`src/rtl/ppm_watchdog_reset.sv`:
```
// Multi-channel PPM loss watchdog: each armed channel emits a fixed-width active-low reset pulse after PPM silence.
// Optional macro PPM_EDGE_DETECT_EN: only rising edges of ppm count as activity (default: ppm level).
module ppm_watchdog_reset #(
  parameter int NUM_CH        = 4,
  parameter int TICK_DIV      = 125,
  parameter int TIMEOUT_TICKS = 16,
  parameter int RST_PULSE     = 4,
  parameter int CNT_W         = 8
) (
  input  logic                      clk1m,
  input  logic                      reset_n,
  input  logic [NUM_CH-1:0]         enable,
  input  logic [NUM_CH-1:0]         ppm,
  input  logic                      clr_cnt,
  output logic [NUM_CH-1:0]         auto_reset_n,
  output logic                      any_reset_n,
  output logic [NUM_CH-1:0]         armed,
  output logic [NUM_CH*CNT_W-1:0]   timeout_cnt
);

  localparam int SUB_W   = (TICK_DIV > 1)      ? $clog2(TICK_DIV)      : 1;
  localparam int TICK_W  = (TIMEOUT_TICKS > 1) ? $clog2(TIMEOUT_TICKS) : 1;
  localparam int PULSE_W = (RST_PULSE > 1)     ? $clog2(RST_PULSE)     : 1;

  localparam logic [SUB_W-1:0]   SUB_LAST   = SUB_W'(TICK_DIV - 1);
  localparam logic [TICK_W-1:0]  TICK_LAST  = TICK_W'(TIMEOUT_TICKS - 1);
  localparam logic [PULSE_W-1:0] PULSE_LAST = PULSE_W'(RST_PULSE - 1);

  typedef enum logic [1:0] {
    S_IDLE  = 2'd0,
    S_ARMED = 2'd1,
    S_RESET = 2'd2
  } state_e;

  state_e             state_q [NUM_CH];
  state_e             state_d [NUM_CH];
  logic [SUB_W-1:0]   sub_q   [NUM_CH];
  logic [SUB_W-1:0]   sub_d   [NUM_CH];
  logic [TICK_W-1:0]  tick_q  [NUM_CH];
  logic [TICK_W-1:0]  tick_d  [NUM_CH];
  logic [PULSE_W-1:0] pulse_q [NUM_CH];
  logic [PULSE_W-1:0] pulse_d [NUM_CH];
  logic [CNT_W-1:0]   cnt_q   [NUM_CH];
  logic [CNT_W-1:0]   cnt_d   [NUM_CH];
  logic [NUM_CH-1:0]  rst_n_q;
  logic [NUM_CH-1:0]  rst_n_d;
  logic [NUM_CH-1:0]  timeout_hit;
  logic [NUM_CH-1:0]  ev;

`ifdef PPM_EDGE_DETECT_EN
  // Previous-cycle copy of ppm; a stuck-high input produces no events and so times out.
  logic [NUM_CH-1:0] ppm_dly_q;
  logic [NUM_CH-1:0] ppm_dly_d;

  always_comb begin
    ppm_dly_d = ppm;
    ev        = ppm & ~ppm_dly_q;
  end

  always_ff @(posedge clk1m) begin
    if (!reset_n) ppm_dly_q <= '0;
    else          ppm_dly_q <= ppm_dly_d;
  end
`else
  always_comb begin
    ev = ppm;
  end
`endif

  // NOTE: every variable written here gets a default first, so no path leaves it unassigned and no latch is inferred.
  always_comb begin
    timeout_hit = '0;
    rst_n_d     = rst_n_q;
    for (int i = 0; i < NUM_CH; i++) begin
      state_d[i] = state_q[i];
      sub_d[i]   = sub_q[i];
      tick_d[i]  = tick_q[i];
      pulse_d[i] = pulse_q[i];

      if (!enable[i]) begin
        state_d[i] = S_IDLE;
        sub_d[i]   = '0;
        tick_d[i]  = '0;
        pulse_d[i] = '0;
        rst_n_d[i] = 1'b1;
      end else begin
        case (state_q[i])
          S_IDLE: begin
            if (ev[i]) begin
              state_d[i] = S_ARMED;
              sub_d[i]   = '0;
              tick_d[i]  = '0;
            end
          end
          S_ARMED: begin
            // An event on the terminal-count cycle wins: the timer restarts instead of firing.
            if (ev[i]) begin
              sub_d[i]  = '0;
              tick_d[i] = '0;
            end else if (sub_q[i] == SUB_LAST && tick_q[i] == TICK_LAST) begin
              state_d[i]     = S_RESET;
              sub_d[i]       = '0;
              tick_d[i]      = '0;
              pulse_d[i]     = '0;
              rst_n_d[i]     = 1'b0;
              timeout_hit[i] = 1'b1;
            end else if (sub_q[i] == SUB_LAST) begin
              sub_d[i]  = '0;
              tick_d[i] = tick_q[i] + 1'b1;
            end else begin
              sub_d[i] = sub_q[i] + 1'b1;
            end
          end
          S_RESET: begin
            if (pulse_q[i] == PULSE_LAST) begin
              state_d[i] = S_IDLE;
              pulse_d[i] = '0;
              rst_n_d[i] = 1'b1;
            end else begin
              pulse_d[i] = pulse_q[i] + 1'b1;
            end
          end
          default: begin
            state_d[i] = S_IDLE;
            sub_d[i]   = '0;
            tick_d[i]  = '0;
            pulse_d[i] = '0;
            rst_n_d[i] = 1'b1;
          end
        endcase
      end

      if (clr_cnt)
        cnt_d[i] = '0;
      else if (timeout_hit[i] && cnt_q[i] != '1)
        cnt_d[i] = cnt_q[i] + 1'b1;
      else
        cnt_d[i] = cnt_q[i];
    end
  end

  // NOTE: state is updated with non-blocking assignments so every flop samples pre-edge values.
  always_ff @(posedge clk1m) begin
    if (!reset_n) begin
      rst_n_q <= '1;
      for (int i = 0; i < NUM_CH; i++) begin
        state_q[i] <= S_IDLE;
        sub_q[i]   <= '0;
        tick_q[i]  <= '0;
        pulse_q[i] <= '0;
        cnt_q[i]   <= '0;
      end
    end else begin
      rst_n_q <= rst_n_d;
      for (int i = 0; i < NUM_CH; i++) begin
        state_q[i] <= state_d[i];
        sub_q[i]   <= sub_d[i];
        tick_q[i]  <= tick_d[i];
        pulse_q[i] <= pulse_d[i];
        cnt_q[i]   <= cnt_d[i];
      end
    end
  end

  always_comb begin
    armed       = '0;
    timeout_cnt = '0;
    for (int i = 0; i < NUM_CH; i++) begin
      armed[i]                       = (state_q[i] == S_ARMED);
      timeout_cnt[i*CNT_W +: CNT_W]  = cnt_q[i];
    end
  end

  assign auto_reset_n = rst_n_q;
  assign any_reset_n  = &rst_n_q;

endmodule

```
`config.mk`:
```
export PLATFORM = sky130hd
export DESIGN_NAME = ppm_watchdog_reset
export DESIGN_NICKNAME = d
export VERILOG_FILES = /design/src/rtl/ppm_watchdog_reset.sv
export SDC_FILE = /design/constraint.sdc
export NUM_CORES = 1
export LEC_CHECK = 0
export ABC_AREA = 1
export CAP_MARGIN = 10
export CORE_UTILIZATION = 40
export CTS_CLUSTER_SIZE = 14
export DETAILED_ROUTE_END_ITERATION = 6
export GPL_TIMING_DRIVEN = 0
export PLACE_DENSITY = 0.68
export SYNTH_ARGS = -nofsm -noshare
export SYNTH_HDL_FRONTEND = slang
export SYNTH_SLANG_ARGS = --single-unit
```
`constraint.sdc`:
```
create_clock -name clk1m -period 4.4 [get_ports clk1m]
set_input_delay 0.88 -clock clk1m [delete_from_list [all_inputs] [get_ports clk1m]]
set_output_delay 0.88 -clock clk1m [all_outputs]
set_load 0.03 [all_outputs]
```
Word-level counts from Yosys, hierarchy flattened
Memories as Yosys holds them, arrays and structs flattened.
Cells that the tools add are included.
Widths: inputs -> output; s select.
Word-level totals
  flip-flop bits (word level): 4
  latch bits: 0
  RAM bits: 92
  memory bits (read-only): 0
  input bits: 11
  output and inout port bits: 41
  logic and storage cells: 260
  memories kept: 5
Operators by class
  add/subtract/negate cells: 16
  multiply operators: 0
  div/mod/pow operators: 0
  $lt $le $gt $ge: 0
  eq/ne operators: 36
  shift-type cells: 0
  mux-type cells: 154
  bitwise gates (word level): 24
  reductions and logical operators: 21
Memories
  cnt_q: words 4, bits a word 8, read ports 4, clocked after Yosys merged registers in 0, write ports 4, RTL line 43  | logic [CNT_W-1:0] cnt_q [NUM_CH];
  sub_q: words 4, bits a word 7, read ports 4, clocked after Yosys merged registers in 0, write ports 4, RTL line 37  | logic [SUB_W-1:0] sub_q [NUM_CH];
  tick_q: words 4, bits a word 4, read ports 4, clocked after Yosys merged registers in 0, write ports 4, RTL line 39  | logic [TICK_W-1:0] tick_q [NUM_CH];
  pulse_q: words 4, bits a word 2, read ports 4, clocked after Yosys merged registers in 0, write ports 4, RTL line 41  | logic [PULSE_W-1:0] pulse_q [NUM_CH];
  state_q: words 4, bits a word 2, read ports 4, clocked after Yosys merged registers in 0, write ports 4, RTL line 35  | state_e state_q [NUM_CH];
Operators with widths (count)
  $mux 7: 24
  $mux 4: 24
  $mux 8: 12
  $mux 2: 44
  $pmux 7 s3: 4
  $pmux 2 s3: 8
  $pmux 4 s3: 4
  $add 8x1->8 const B: 4
  $ne 8x8->1 const B: 4
  $mux 1: 30
  $add 7x1->7 const B: 4
  $eq 7x7->1 const B: 4
  $or 1x1->1: 20
  $reduce_and 4->1: 5
  $add 4x1->4 const B: 4
  $eq 2x2->1 const B: 8
  $eq 4x4->1 const B: 4
  $ne 2x2->1 const B: 8
  $pmux 1 s3: 4
  $add 2x1->2 const B: 4
  $eq 2x1->1 const B: 4
  $logic_and 1x1->1: 8
  $logic_not 2->1: 4
  $ne 2x1->1 const B: 4
  other kinds (2): 8

Logic depth before layout (Yosys ltp)
  depth in word-level cells: 10
  gate-level depth with buffers: 11
  mapped depth without buffers: 11

Worst setup path before layout
OpenSTA, ideal clock, no wires.
  path type: register to output
  start: register rst_n_q[1] (netlist: auto_reset_n[1])
  end: output port any_reset_n
  arrival time: 1.017 ns
  required time: 3.520 ns
  path slack: 2.503 ns
  cell stages (with the launch flop): 3
  buffers on the path: 0
  cell sequence: dfxtp_1 -> nand2_1 -> nor2_1
On the way
  word-level cells in the longest chain between the ends: 1
Ends and longest elaborated chain
  start, declared: RTL line 45  | logic [NUM_CH-1:0] rst_n_q;
  start signal, assigned: RTL line 154  | rst_n_q <= rst_n_d;
  $reduce_and 4->1: RTL line 175  | assign any_reset_n = &rst_n_q;
  end, declared: RTL line 16  | output logic any_reset_n,
Every way passes these cells.

==> out/results.txt <==
largest net degree at the start of global routing = 14
Tot Pwr = 1.67 mW
pre-CTS setup slack = 1.41 ns
first-pass GRT wire length = 18000 µm
Root Buffer = clkbuf_16
post-synthesis sequential area ratio = 0.398
antenna viol nets, final = 0
number of I/O port buffers = 51
IO Count = 52
violated checks = DRC
postcts setup bufs = 0
Max VDD drop = 0.171 mV
NumNets Final = 794
Leakage = 2.34 nW
Final Critical Period = 2.59 ns
antenna cells = 0
setup TNS = 0 ns
Crit path arrival time = 2.85 ns
Peak Freq = 387 MHz
row count = 39
fin util = 0.498
Core Region = 11600 µm²
Die ar. = 12500 µm²
final setup vio count = 0
synth warn = 0
Final GP Congestion = 0.849
Data required, critical path = 4.67 ns
GRT Overall Usage = 0.175
# hold bufs at CTS = 0
synthesized area = 4830 µm²
CTS Sinks = 96
Filler Cells Inserted = 1176
final WL = 10400 µm
share of cells above drive strength 1 = 0.0495
Synth Register Bits = 96
final hold viol count = 0
initial antenna violation count = 0
outcome = finished, violations left
pwr dens = 289 nW/µm²
Area Overhead vs Synth = 19.7%
max_cap viols = 0
Setup crit end kind = flip-flop
Clock Latency Late Sink = 0.33 ns
cts repair resizes = 0
total CTS buffers = 9
async set or reset register ratio after synthesis = 0
Chip Height = 112 µm
drt initial violations = 228
Top FF cell, synth = dfxtp_1
Post-synth EDFFs = 0
Post-Synthesis Cells = 701
RSZ-0062 raised after global routing = false
Initial Util = 0.416
drt pass-1 iters = 7
detailed-route DRC error count = 1
CP Class = in2reg
clock buffer depth = 2
worst-path fanout max = 10
Worst slew margin = 0.550
Slew Viols, Final = 0
vias per cell = 4.97
Worst Tran Pin Value = 0.672 ns
Worst setup SP type = input port
part of the cycle the worst path needs = 0.588
routed len/inst = 11.5 µm
Final WS setup = 1.81 ns
clk slew on worst S/H paths = 0.06 ns
class of the worst hold path = reg2reg
number of global-route vias before repair = 4196
TritonCTS clock tree = built
H-tree levels = 3
Setup Skew = 0.00532 ns
die width = 112 µm
HPWL Detailed = 7780 µm
Net Count, Synth = 732
Yosys cell types = 38
remaining global-route overflow = 0
r2r setup slk = 2.63 ns
DR vias = 4530
Mapped Avg Cell Area = 6.89 µm²
area by class of cell:
type	count	area, µm²	share of cell area
repair buffers	51	510	0.0883
well taps	143	179	0.0310
plain buffers	3	20.0	0.00346
flip-flops and latches	96	1920	0.333
clock buffers	16	262	0.0452
multi-input cells	491	2470	0.427
inverters	111	418	0.0723
sequential cells by signal (all words and copies together) (netlist names):
register / flops
cnt_q: 32
sub_q: 28
tick_q: 16
pulse_q: 8
state_q: 8
auto_reset_n: 4
power by group:
group          internal [mW]  switching (mW)
clock network          0.401           0.308
logic                 0.0276          0.0553
registers              0.873         0.00479
total                   1.30           0.368
metal layers:
| layer | vias to the layer above | track usage | share of wire |
|---|---|---|---|
| met5 | - | 0 | 0 |
| met4 | 0 | 0.0694 | 0.0042 |
| met3 | 2 | 0.0397 | 0.038 |
| met2 | 71 | 0.288 | 0.47 |
| met1 | 2075 | 0.221 | 0.49 |
| li1 | 2382 | - | - |
metrics by stage:
step	area [µm²]	std cells	hold WS, ns
floorplan	4830	701	0.444
global placement	5520	895	0.453
detailed placement	5520	895	0.466
CTS	5780	911	0.474
global route	5780	911	0.501
finish	5780	911	0.472
cell usage after synthesis, types with 3 or more instances:
cell type / count / area, µm²
inv_1: 105 / 394
nor2_4: 4 / 45.0
dfxtp_1: 96 / 1920
or2_2: 4 / 25.0
xnor2_1: 5 / 43.8
nor3_1: 12 / 60.1
o21ai_0: 34 / 170
nand3b_1: 3 / 22.5
nor2_2: 3 / 18.8
a21oi_1: 44 / 220
and3_1: 4 / 25.0
nand3_1: 53 / 265
xor2_1: 7 / 61.3
nand2_2: 4 / 25.0
nand4_1: 14 / 87.6
inv_2: 5 / 18.8
o22ai_1: 3 / 18.8
nor2_1: 99 / 372
ha_1: 20 / 250
nand2_1: 158 / 593
cell usage in the layout (no fill, tap or decap), types with 2 or more instances in the layout:
cell	n
inv_1	105
xor2_1	7
clkbuf_16	9
o21ai_0	34
a21oi_2	2
nand2_1	158
nand3_1	53
nor2_1	99
xnor2_1	5
clkbuf_1	7
a211oi_1	2
o21bai_1	2
a21oi_1	44
nor2_4	4
nor3b_1	2
clkdlybuf4s50_1	51
nor2_2	3
nand4_1	14
ha_1	20
inv_2	5
or2_2	4
o22ai_1	3
and3_1	4
nand3b_1	3
nand2_2	4
a22oi_1	2
nor3_1	12
dfxtp_1	96
o21a_1	2
critical path: stages:
cell and delay, ns:
clkdlybuf4s50_1 0.66, inv_1 0.13, nor2_1 0.54, clkbuf_1 0.44, nand2_1 0.10, nor2_1 0.10
cell families (layout without fill, tap and decap cells):
kind of cell | after synthesis | after routing | share of synthesized area
buffers and inverters | 114 | 181 | 0.0907
XOR/XNOR | 12 | 12 | 0.0218
flip-flops | 96 | 96 | 0.398
AO/OA/AOI/OAI | 97 | 97 | 0.110
adder cells (fa/ha/maj) | 20 | 20 | 0.0518
AND/OR/NAND/NOR | 362 | 362 | 0.327
path summary, 6_finish.rpt:
| check | from | endpoint | cells past startpoint |
|---|---|---|---|
| worst max register to register | sub_q[0][0] | cnt_q[0][3] | 9 |
| worst min register to register | pulse_q[3][1] | pulse_q[3][1] | 2 |
| worst max-delay path | reset_n | cnt_q[1][6] | 6 |
| worst min-delay path | pulse_q[3][1] | pulse_q[3][1] | 2 |
Note: power is estimated with default switching activity, not from simulation.
